==> src/rtl/xc_malu_seq.sv <==
// Sequencer for the multi-cycle multiply/divide datapath: latches one operation,
// steps the iteration registers from the datapath each cycle, and holds the result until consumed.
module xc_malu_seq #(
    parameter int MAX_CYCLES = 40
) (
    input  logic        clock,
    input  logic        reset,
    input  logic        req_valid,
    output logic        req_ready,
    input  logic [9:0]  req_op,
    input  logic [4:0]  req_pw,
    input  logic [31:0] req_rs1,
    input  logic [31:0] req_rs2,
    input  logic [31:0] req_rs3,
    input  logic        flush,
    output logic        rsp_valid,
    input  logic        rsp_ready,
    output logic [63:0] rsp_result,
    output logic        rsp_error,
    output logic        busy,
    output logic [31:0] dp_rs1,
    output logic [31:0] dp_rs2,
    output logic [31:0] dp_rs3,
    output logic [9:0]  dp_op,
    output logic [4:0]  dp_pw,
    output logic        dp_valid,
    output logic        dp_flush,
    output logic [5:0]  dp_count,
    output logic [63:0] dp_acc,
    output logic [31:0] dp_arg_0,
    output logic [31:0] dp_arg_1,
    input  logic [63:0] dp_n_acc,
    input  logic [31:0] dp_n_arg_0,
    input  logic [31:0] dp_n_arg_1,
    input  logic        dp_ready,
    input  logic [63:0] dp_result
);

    typedef enum logic [1:0] {S_IDLE, S_RUN, S_RESP} state_t;

    // Handshakes: a transfer happens on a rising edge where valid && ready are both high;
    // rsp_valid, rsp_result and rsp_error stay stable until that transfer.
    state_t      state, state_nxt;
    logic [9:0]  op_q;
    logic [4:0]  pw_q;
    logic [31:0] rs1_q, rs2_q, rs3_q;
    logic [5:0]  count_q;
    logic [63:0] acc_q;
    logic [31:0] arg_0_q, arg_1_q;
    logic [63:0] result_q;
    logic        error_q;
    logic        dp_flush_q;

    logic accept, op_legal, watchdog;

    assign accept   = req_valid && req_ready;
    assign op_legal = (req_op != '0) && ((req_op & (req_op - 10'd1)) == '0);
    assign watchdog = (count_q == 6'(MAX_CYCLES - 1));

    always_ff @(posedge clock) begin
        if (reset) state <= S_IDLE;
        else       state <= state_nxt;
    end

    always_comb begin
        state_nxt = state;
        case (state)
            S_IDLE: if (accept) state_nxt = op_legal ? S_RUN : S_RESP;
            S_RUN:  if (dp_ready || watchdog) state_nxt = S_RESP;
            S_RESP: if (rsp_ready) state_nxt = S_IDLE;
            default: state_nxt = S_IDLE;
        endcase
        if (flush) state_nxt = S_IDLE;
    end

    always_ff @(posedge clock) begin
        if (reset) begin
            op_q <= '0; pw_q <= '0;
            rs1_q <= '0; rs2_q <= '0; rs3_q <= '0;
            count_q <= '0; acc_q <= '0; arg_0_q <= '0; arg_1_q <= '0;
            result_q <= '0; error_q <= 1'b0;
            dp_flush_q <= 1'b1;
        end else begin
            dp_flush_q <= flush;
            if (flush) begin
                count_q <= '0; acc_q <= '0; arg_0_q <= '0; arg_1_q <= '0;
                result_q <= '0; error_q <= 1'b0;
            end else begin
                case (state)
                    S_IDLE: if (accept) begin
                        op_q <= req_op; pw_q <= req_pw;
                        rs1_q <= req_rs1; rs2_q <= req_rs2; rs3_q <= req_rs3;
                        count_q <= '0; acc_q <= '0; arg_0_q <= req_rs1; arg_1_q <= '0;
                        result_q <= '0;
                        error_q <= !op_legal;
                    end
                    S_RUN: begin
                        // Completion and watchdog both freeze the iteration registers.
                        if (dp_ready) begin
                            result_q <= dp_result;
                            error_q  <= 1'b0;
                        end else if (watchdog) begin
                            result_q <= '0;
                            error_q  <= 1'b1;
                        end else begin
                            acc_q   <= dp_n_acc;
                            arg_0_q <= dp_n_arg_0;
                            arg_1_q <= dp_n_arg_1;
                            count_q <= count_q + 6'd1;
                        end
                    end
                    default: ;
                endcase
            end
        end
    end

    assign req_ready  = (state == S_IDLE) && !flush;
    assign rsp_valid  = (state == S_RESP);
    assign rsp_result = result_q;
    assign rsp_error  = error_q;
    assign busy       = (state != S_IDLE);
    assign dp_valid   = (state == S_RUN);
    assign dp_op      = (state == S_RUN) ? op_q : '0;
    assign dp_pw      = pw_q;
    assign dp_rs1     = rs1_q;
    assign dp_rs2     = rs2_q;
    assign dp_rs3     = rs3_q;
    assign dp_flush   = dp_flush_q;
    assign dp_count   = count_q;
    assign dp_acc     = acc_q;
    assign dp_arg_0   = arg_0_q;
    assign dp_arg_1   = arg_1_q;

endmodule

==> config.mk <==
export PLATFORM = sky130hd
export DESIGN_NAME = xc_malu_seq
export DESIGN_NICKNAME = d
export VERILOG_FILES = /design/src/rtl/xc_malu_seq.sv
export SDC_FILE = /design/constraint.sdc
export NUM_CORES = 1
export LEC_CHECK = 0
export ABC_CLOCK_PERIOD_IN_PS = 1800
export CORE_AREA = 2 2 242 244
export CTS_BUF_LIST = sky130_fd_sc_hd__clkbuf_4 sky130_fd_sc_hd__clkbuf_8
export DETAILED_ROUTE_END_ITERATION = 7
export DIE_AREA = 0 0 244 246
export PLACE_DENSITY = 0.59
export SYNTH_ARGS = -nofsm -noshare
export SYNTH_HDL_FRONTEND = slang
export SYNTH_SLANG_ARGS = --single-unit
==> constraint.sdc <==
create_clock -name clock -period 1.8 [get_ports clock]
set_input_delay 0.36 -clock clock [delete_from_list [all_inputs] [get_ports clock]]
set_output_delay 0.36 -clock clock [all_outputs]
set_load 0.02 [all_outputs]
Word-level counts from Yosys, hierarchy flattened
Cells that the tools add are included.
Widths: inputs -> output; s select.
{"block": "word_totals", "reg_bits": 313, "inputBits": 309, "output_inout_bits": 315, "wordCells": 71}
{"block": "classes", "n_addsub": 2, "n_eq_ne": 9, "n_mux": 29, "bitwise": 2, "reduce_logical": 16}
{"operator": "$mux 64", "count": 5}
{"operator": "$pmux 64 s2", "count": 2}
{"operator": "$mux 32", "count": 6}
{"operator": "$pmux 32 s2", "count": 2}
{"operator": "$mux 6", "count": 3}
{"operator": "$pmux 6 s2", "count": 1}
{"operator": "$and 10x10->10", "count": 1}
{"operator": "$logic_not 10->1", "count": 1}
{"operator": "$mux 10", "count": 1}
{"operator": "$reduce_bool 10->1", "count": 1}
{"operator": "$sub 10x1->10 const B", "count": 1}
{"operator": "$reduce_and 3->1", "count": 3}
{"operator": "$mux 2", "count": 4}
{"operator": "$add 6x1->6 const B", "count": 1}
{"operator": "$eq 6x6->1 const B", "count": 1}
{"operator": "$ne 2x2->1 const B", "count": 3}
{"operator": "$pmux 2 s3", "count": 1}
{"operator": "$ne 2x1->1 const B", "count": 2}
{"operator": "$reduce_and 4->1", "count": 1}
{"operator": "$reduce_bool 2->1", "count": 2}
{"operator": "$logic_and 1x1->1", "count": 3}
{"operator": "$mux 1", "count": 3}
{"operator": "$ne 3x1->1 const B", "count": 1}
{"operator": "$eq 2x1->1 const B", "count": 1}
{"operator": "other kinds (7)", "count": 8}

Depth between registers and ports, before layout
Gate-level depths: netlist of the first run.
{"block": "depth", "depth_word": 7, "mapped_depth": 9, "depth_no_buf": 6}

Worst setup path after synthesis of the first run
No wires, ideal clock.
{"block": "synth_path", "path_type": "flip-flop to flip-flop", "from": "register count_q[0], in the netlist dp_count[0]", "to": "register result_q[13], in the netlist rsp_result[13]", "t_arrival_ns": 1.920, "path_slack_ns": -0.248, "stages_incl_launch_ff": 9, "n_path_buf": 2, "period_less_slack_ns": 2.048, "path_cell_list": "dfxtp_1 > ha_1 > and4bb_1 > a21oi_1 > a211o_1 > clkbuf_1 > buf_2 > a22oi_1 > nor2_1"}
{"block": "synth_via", "elab_chain_cells": 3}
{"item": "from (decl)", "line": "47", "rtl": "logic [5:0] count_q;"}
{"item": "from (signal assigned)", "line": "109", "rtl": "count_q <= count_q + 6'd1;"}
{"item": "$eq 6x6->1", "line": "58", "rtl": "assign watchdog = (count_q == 6'(MAX_CYCLES - 1));"}
{"item": "$ne 3x1->1 (no source line)"}
{"item": "$reduce_and 3->1 (no source line)"}
{"item": "to (signal assigned)", "line": "100", "rtl": "result_q <= dp_result;"}
{"item": "to (decl)", "line": "50", "rtl": "logic [63:0] result_q;"}
No other way between the ends.
A chain may end at the register's enable or synchronous reset.

Final worst setup path of the first run
{"block": "layout_path", "from": "register count_q[0], in the netlist dp_count[0]", "to": "register acc_q[4], in the netlist dp_acc[4]"}
{"block": "layout_via", "elab_chain_cells": 3}
{"item": "$eq 6x6->1", "line": "58"}
{"item": "$ne 2x2->1 (no source line)"}
{"item": "$reduce_and 4->1 (no source line)"}
{"item": "to (signal assigned)", "line": "106", "rtl": "acc_q <= dp_n_acc;"}
{"item": "to (decl)", "line": "48", "rtl": "logic [63:0] acc_q;"}
No other way between the ends.

==> summary.md, run 1 <==
| Metric | Value |
|---|---|
| FFs w/ async S/R, synth | `0` |
| Setup_tns | `-31.59 ns` |
| Setup violations, final | `207` |
| Commonest non-fill, non-tap cell in the layout | `nand2_1` |
| Layout fillers | `5675` |
| CP top delay family | `buffers and inverters` |
| Clock transition at the registers of the reported paths | `0.06 ns` |
| Max VDD drop | `586 µV` |
| Final nets | `2438` |
| Site Rows | `88` |
| DRC errors left | `0` |
| CP Data Required Time | `2.35 ns` |
| Sequential cell area | `6280 µm²` |
| Vias post-DR | `13063` |
| # IOs | `624` |
| Final Hold Viols | `0` |
| Pleak | `9.21 nW` |
| RSZ-0062 raised after global routing | `true` |
| CP dominant cell by count | `buf_8` |
| Clock skew | `0.0480 ns` |
| Layout area overhead | `99.0%` |
| Area of the multi-input gates | `6240 µm²` |
| Netlist cell types | `41` |
| Initial Utilization | `0.203` |
| Syn_nets | `1696` |
| Root Driver | `clkbuf_8` |
| Violated checks | `setup timing` |
| Port bufs | `623` |
| Placed Instances | `2768` |
| Ys flop type | `dfxtp_1` |
| Worst-margin pin slew | `0.626 ns` |
| Via/cell ratio | `4.45` |
| Die H | `246 µm` |
| Post-Layout Cell Count | `2937` |
| Total chip power | `17.1 mW` |
| Worst slack, placed | `-0.485 ns` |
| DR WL/cell | `18.9 µm` |
| Gr ovfl total | `0` |
| Num CTS Buffers | `58` |
| DRT Wirelength | `55.4 mm` |
| Max Cap Viol | `0` |
| Die area | `60000 µm²` |
| All-layer global routing usage | `0.161` |
| Worst Path Arrival | `2.63 ns` |
| Critical Path Start Type | `flip-flop` |
| Fin crit period | `2.09 ns` |
| DRT antenna net count | `0` |
| Endpoint type of the worst setup path | `flip-flop` |
| Ant diodes | `0` |
| H-tree depth | `2` |
| Slew Limit Fails | `0` |
| Clock Sinks | `313` |
| Sequential-to-total area share from yosys stat | `0.538` |
| DP HPWL | `36.9 mm` |
| Mapped Area | `11600 µm²` |
| Syn. warnings | `0` |
| Crit path max fanout | `7` |
| First-pass GRT wire length | `74.9 mm` |
| Largest net degree at the start of global routing | `112` |
| Most frequent cells in the layout | `nand2_1 (343), clkdlybuf4s50_1 (307), dfxtp_1 (305), dlygate4sd2_1 (255), a21oi_1 (121)` |
| Core ar. | `57400 µm²` |
| PD cells | `737 nW/µm²` |
| Global placement routability congestion | `0.880` |
| PnR worst setup slack | `-0.287 ns` |
| Layout cells sized above 1 | `0.307` |
| Die W | `244 µm` |
| Initial antenna violation count | `2` |
| Buf+Inv Stages, Crit Path | `5` |
| Hold Path Class | `in -> reg` |
| Initial drt markers | `508` |
| CTS tree | `yes` |
| Mapped Cells | `1386` |
| Synthesis-stage register bit count | `313` |
| Outcome | `finished, violations left` |
| Syn avg cell area | `8.40 µm²` |
| Slowest stage delay, CP | `0.36 ns` |
| Period utilisation layout | `1.16` |
| Clock Latency Late Sink | `0.65 ns` |
| Slew HR | `0.583` |
| Pre-antenna DRT Iters | `5` |
| Critical setup path kind | `reg -> reg` |
| Slowest cell on the critical path | `dfxtp_4` |
| Max frequency | `479 MHz` |
| Worst-path cell chain | `ha_4 > and4bb_4 > a211oi_4 > buf_4 > buf_8 > nor2_4 > buf_12 > clkbuf_16 > buf_8 > nand2_1 > a21oi_2` |
| Vias in the first global route | `12687` |
| Clock Path Buffers | `3` |
| Post-synth EDFFs | `0` |
==> cell usage after synthesis, types with 2 or more instances <==
master	n	area share
o2111ai_1	2	0.0015
inv_1	4	0.0013
o21ai_0	3	0.0013
xor2_1	4	0.0030
nand3_1	58	0.025
clkbuf_1	85	0.027
a211oi_1	3	0.0019
buf_8	3	0.0039
and2_1	12	0.0064
buf_4	4	0.0026
nor2_1	105	0.034
nand2_1	387	0.12
buf_1	5	0.0016
mux2i_1	2	0.0017
a21oi_2	10	0.0075
buf_2	20	0.0086
a21oi_1	200	0.086
nor3_1	5	0.0021
and3_1	2	0.0011
a311oi_1	32	0.024
nor2b_1	2	0.0011
a22oi_1	64	0.041
dfxtp_1	313	0.54
o21a_1	2	0.0013
buf_12	4	0.0069
nand3_2	40	0.034
==> worst reg2reg max path, delay by kind of cell (launching register included) <==
kind	cells	cell delay [ns]
DFF	1	0.36
and+or+nand+nor	3	0.54
buffers and inverters	5	0.69
adders and majority gates	1	0.14
AOI/OAI and AO/OA	2	0.25
==> sequential cells by signal, indices dropped and copies added, names as in the netlist <==
register and cells:
dp_acc 64, dp_arg_0 32, dp_arg_1 32, dp_count 6, dp_flush 1, dp_pw 5, dp_rs1 32, dp_rs2 32
dp_rs3 32, op_q 10, rsp_error 1, rsp_result 64, state 2
==> power breakdown <==
group	switching, mW	total [mW]	leakage (nW)	internal [mW]
Combinational	1.16	2.50	6.01	1.34
Sequential	0.0746	7.15	2.54	7.07
Clock	3.11	7.43	0.666	4.32
==> final timing paths <==
check	from	endpoint	slack, ns	depth (start not counted)
max	dp_count[0]$_SDFFE_PP0P_	dp_acc[4]$_SDFFE_PP0P_	-0.29	11
min	reset	dp_rs2[14]$_SDFFE_PP0P_	0.22	3
max reg2reg	dp_count[0]$_SDFFE_PP0P_	dp_acc[4]$_SDFFE_PP0P_	-0.29	11
min reg2reg	dp_rs1[26]$_SDFFE_PP0P_	dp_rs1[26]$_SDFFE_PP0P_	0.45	2
==> metrics by stage <==
stage / hold slack (ns) / instance area (µm²) / utilization
4_1_cts: 0.170 / 21200 / 0.370
3_3_place_gp: 0.438 / 19500 / 0.339
5_1_grt: 0.199 / 23200 / 0.404
3_5_place_dp: 0.445 / 19500 / 0.339
2_1_floorplan: 0.432 / 11700 / -
6_report: 0.223 / 23200 / 0.404
==> routing by layer <==
| metal | global-route usage | vias up | routed length [µm] |
|---|---|---|---|
| met5 | 0 | - | 27 |
| li1 | - | 6186 | - |
| met3 | 0.0587 | 91 | 4600 |
| met1 | 0.182 | 6244 | 21700 |
| met2 | 0.280 | 538 | 27600 |
| met4 | 0.0493 | 4 | 1390 |
==> kinds of logic after synthesis <==
group	count (synthesis)	share of synthesized area
and+or+nand+nor	618	0.233
xor gates and xnor gates	4	0.00301
buffers and inverters	126	0.0525
adders and majority gates	2	0.00193
muxes	2	0.00172
DFF	313	0.538
AOI/OAI and AO/OA	321	0.170
==> what timing repair did <==
action / in CTS / in global routing
pin swaps: 52 / 109
cloned: 10 / 17
setup endpoints to repair: 506 / 244
hold buffers: 0 / 0
setup buffers: 16 / 23
resized for setup: 538 / 311
==> cell type report <==
type                       count  share of cell area
clock inverter                 9             0.00459
tap                          765              0.0413
timing repair buffer         802               0.362
timing repair inverter         1            0.000378
clock buffer                  95              0.0499
multi-input combinational    947               0.269
inverter                       5             0.00135
sequential                   313               0.271
Note: power is estimated with default switching activity, not from simulation.
==> run 2, diff against run 1 <==
- CTS_CLUSTER_SIZE: not set -> 16
==> summary.md, run 2 (synthesized netlist as in run 1, its figures left out) <==
| Metric | Value |
|---|---|
| CP Data Required Time | `2.35 ns` |
| Vias post-DR | `12877` |
| Worst-margin pin slew | `0.643 ns` |
| Worst-path cell chain | `ha_4 > and4bb_4 > a211oi_4 > or2_4 > buf_12 > clkbuf_16 > clkbuf_16 > nand3_2 > a21oi_2` |
| Initial drt markers | `511` |
| Layout area overhead | `91.5%` |
| Root Driver | `clkbuf_8` |
| Sequential cell area | `6280 µm²` |
| Num CTS Buffers | `58` |
| Final Hold Viols | `0` |
| Critical setup path kind | `reg -> reg` |
| Worst slack, placed | `-0.485 ns` |
| Logic pwr share | `0.139` |
| Die H | `246 µm` |
| Sw Ratio | `0.253` |
| First-pass GRT wire length | `73.8 mm` |
| Post-DP Area | `19500 µm²` |
| Violated checks | `setup timing` |
| CP top delay family | `simple AND/OR/NAND/NOR gates` |
| Int Pwr | `12.6 mW` |
| Max VDD drop | `575 µV` |
| Gr ovfl total | `0` |
| Port bufs | `623` |
| PnR worst setup slack | `-0.272 ns` |
| Critical Path Start Type | `flip-flop` |
| H-tree depth | `2` |
| Clock Latency Late Sink | `0.66 ns` |
| Total chip power | `16.8 mW` |
| DP HPWL | `36.9 mm` |
| Core ar. | `57400 µm²` |
| Layout cells sized above 1 | `0.254` |
| CTS tree | `yes` |
| Final instance area | `22300 µm²` |
| Worst hold margin | `0.214 ns` |
| Fin crit period | `2.07 ns` |
| Layout fillers | `5800` |
| DRT Wirelength | `53.7 mm` |
| Hold Path Class | `in -> reg` |
| DRT antenna net count | `0` |
| Outcome | `finished, violations left` |
| Pre-antenna DRT Iters | `4` |
| Clock power share | `0.436` |
| Ant diodes | `0` |
| Most frequent cells in the layout | `nand2_1 (371), clkdlybuf4s50_1 (307), dfxtp_1 (305), dlygate4sd2_1 (269), a21oi_1 (152)` |
| Largest net degree at the start of global routing | `112` |
| Die W | `244 µm` |
| Worst Path Arrival | `2.62 ns` |
| Area of the multi-input gates | `5710 µm²` |
| All-layer global routing usage | `0.158` |
| Initial Utilization | `0.203` |
| Setup_tns | `-35.64 ns` |
| Slowest cell on the critical path | `dfxtp_4` |
| Clock Path Buffers | `3` |
| Final Core Density | `0.389` |
| Die area | `60000 µm²` |
| Crit path max fanout | `7` |
| PD cells | `755 nW/µm²` |
| Max frequency | `483 MHz` |
| Placed Instances | `2768` |
| Slowest stage delay, CP | `0.35 ns` |
| Clock skew | `0.0536 ns` |
| Clock transition at the registers of the reported paths | `0.07 ns` |
| Slew Limit Fails | `0` |
| RSZ-0062 raised after global routing | `true` |
| # IOs | `624` |
| NetSw | `4.25 mW` |
| Vias in the first global route | `12534` |
| Commonest non-fill, non-tap cell in the layout | `nand2_1` |
| Pleak | `9.04 nW` |
| Period utilisation layout | `1.15` |
| Final nets | `2425` |
| Post-Layout Cell Count | `2923` |
| Reg power frac | `0.425` |
| Buf+Inv Stages, Crit Path | `3` |
| Clock Sinks | `313` |
| Setup violations, final | `214` |
| Endpoint type of the worst setup path | `flip-flop` |
| DRC errors left | `0` |
| Site Rows | `88` |
| Max Cap Viol | `0` |
| DR WL/cell | `18.4 µm` |
| Global placement routability congestion | `0.880` |
| Initial antenna violation count | `2` |
| CP dominant cell by count | `clkbuf_16` |
| Via/cell ratio | `4.41` |
| Slew HR | `0.571` |
==> run 2: cell count changes in the layout (fill, tap and decap cells not counted), sizes merged <==
cell,before,now
dlygate4sd2,255,269
buf,187,174
clkdlybuf4s15,34,23
clkbuf,114,108
clkinv,3,5
a211o,1,2
inv,7,6
==> run 2: timing repair <==
action                                  4_1_cts  5_1_grt
endpoints found under the setup margin      506      244
hold buffers                                  0        0
pin swaps                                    38       80
gates resized for setup                     516      183
buffers inserted                             11       19
gates cloned                                  5       20
==> run 2: worst paths after layout <==
check,start,end,slack [ns],cells after the start
min reg2reg,dp_rs1[26]$_SDFFE_PP0P_,dp_rs1[26]$_SDFFE_PP0P_,0.45,2
min,reset,dp_rs2[14]$_SDFFE_PP0P_,0.21,3
max,dp_count[0]$_SDFFE_PP0P_,dp_acc[4]$_SDFFE_PP0P_,-0.27,9
max reg2reg,dp_count[0]$_SDFFE_PP0P_,dp_acc[4]$_SDFFE_PP0P_,-0.27,9
==> run 2: routing by layer <==
layer	global-route usage	wire [µm]	vias to the layer above
li1	-	-	6164
met1	0.178	21300	6075
met2	0.275	26100	540
met3	0.0585	4830	94
met4	0.0499	1480	4
met5	0	27	-
==> run 2: power by group through the flow <==
stage	Clock (mW)	Sequential [mW]	Combinational, mW
after floorplan	0	7.45	0.535
after global placement	0	7.29	2.04
after detailed placement	0	7.30	2.05
after CTS	7.63	7.15	2.09
after global routing	7.91	7.16	2.48
final	7.34	7.15	2.34
==> run 2: worst reg2reg max path, cell delays in order, from the launching register on <==
cell and delay, ns:
dfxtp_4 0.35, ha_4 0.16, and4bb_4 0.21, a211oi_4 0.30, or2_4 0.24, buf_12 0.12
clkbuf_16 0.18, clkbuf_16 0.16, nand3_2 0.07, a21oi_2 0.16
==> run 2: area by class of cell <==
cell class	instances	share of cell area
repair buffers	788	0.361
inverters	5	0.00163
clock buffers	93	0.0509
repair inverters	1	0.000393
well taps	765	0.0429
clock inverters	10	0.00499
multi-input cells	948	0.256
flip-flops and latches	313	0.282
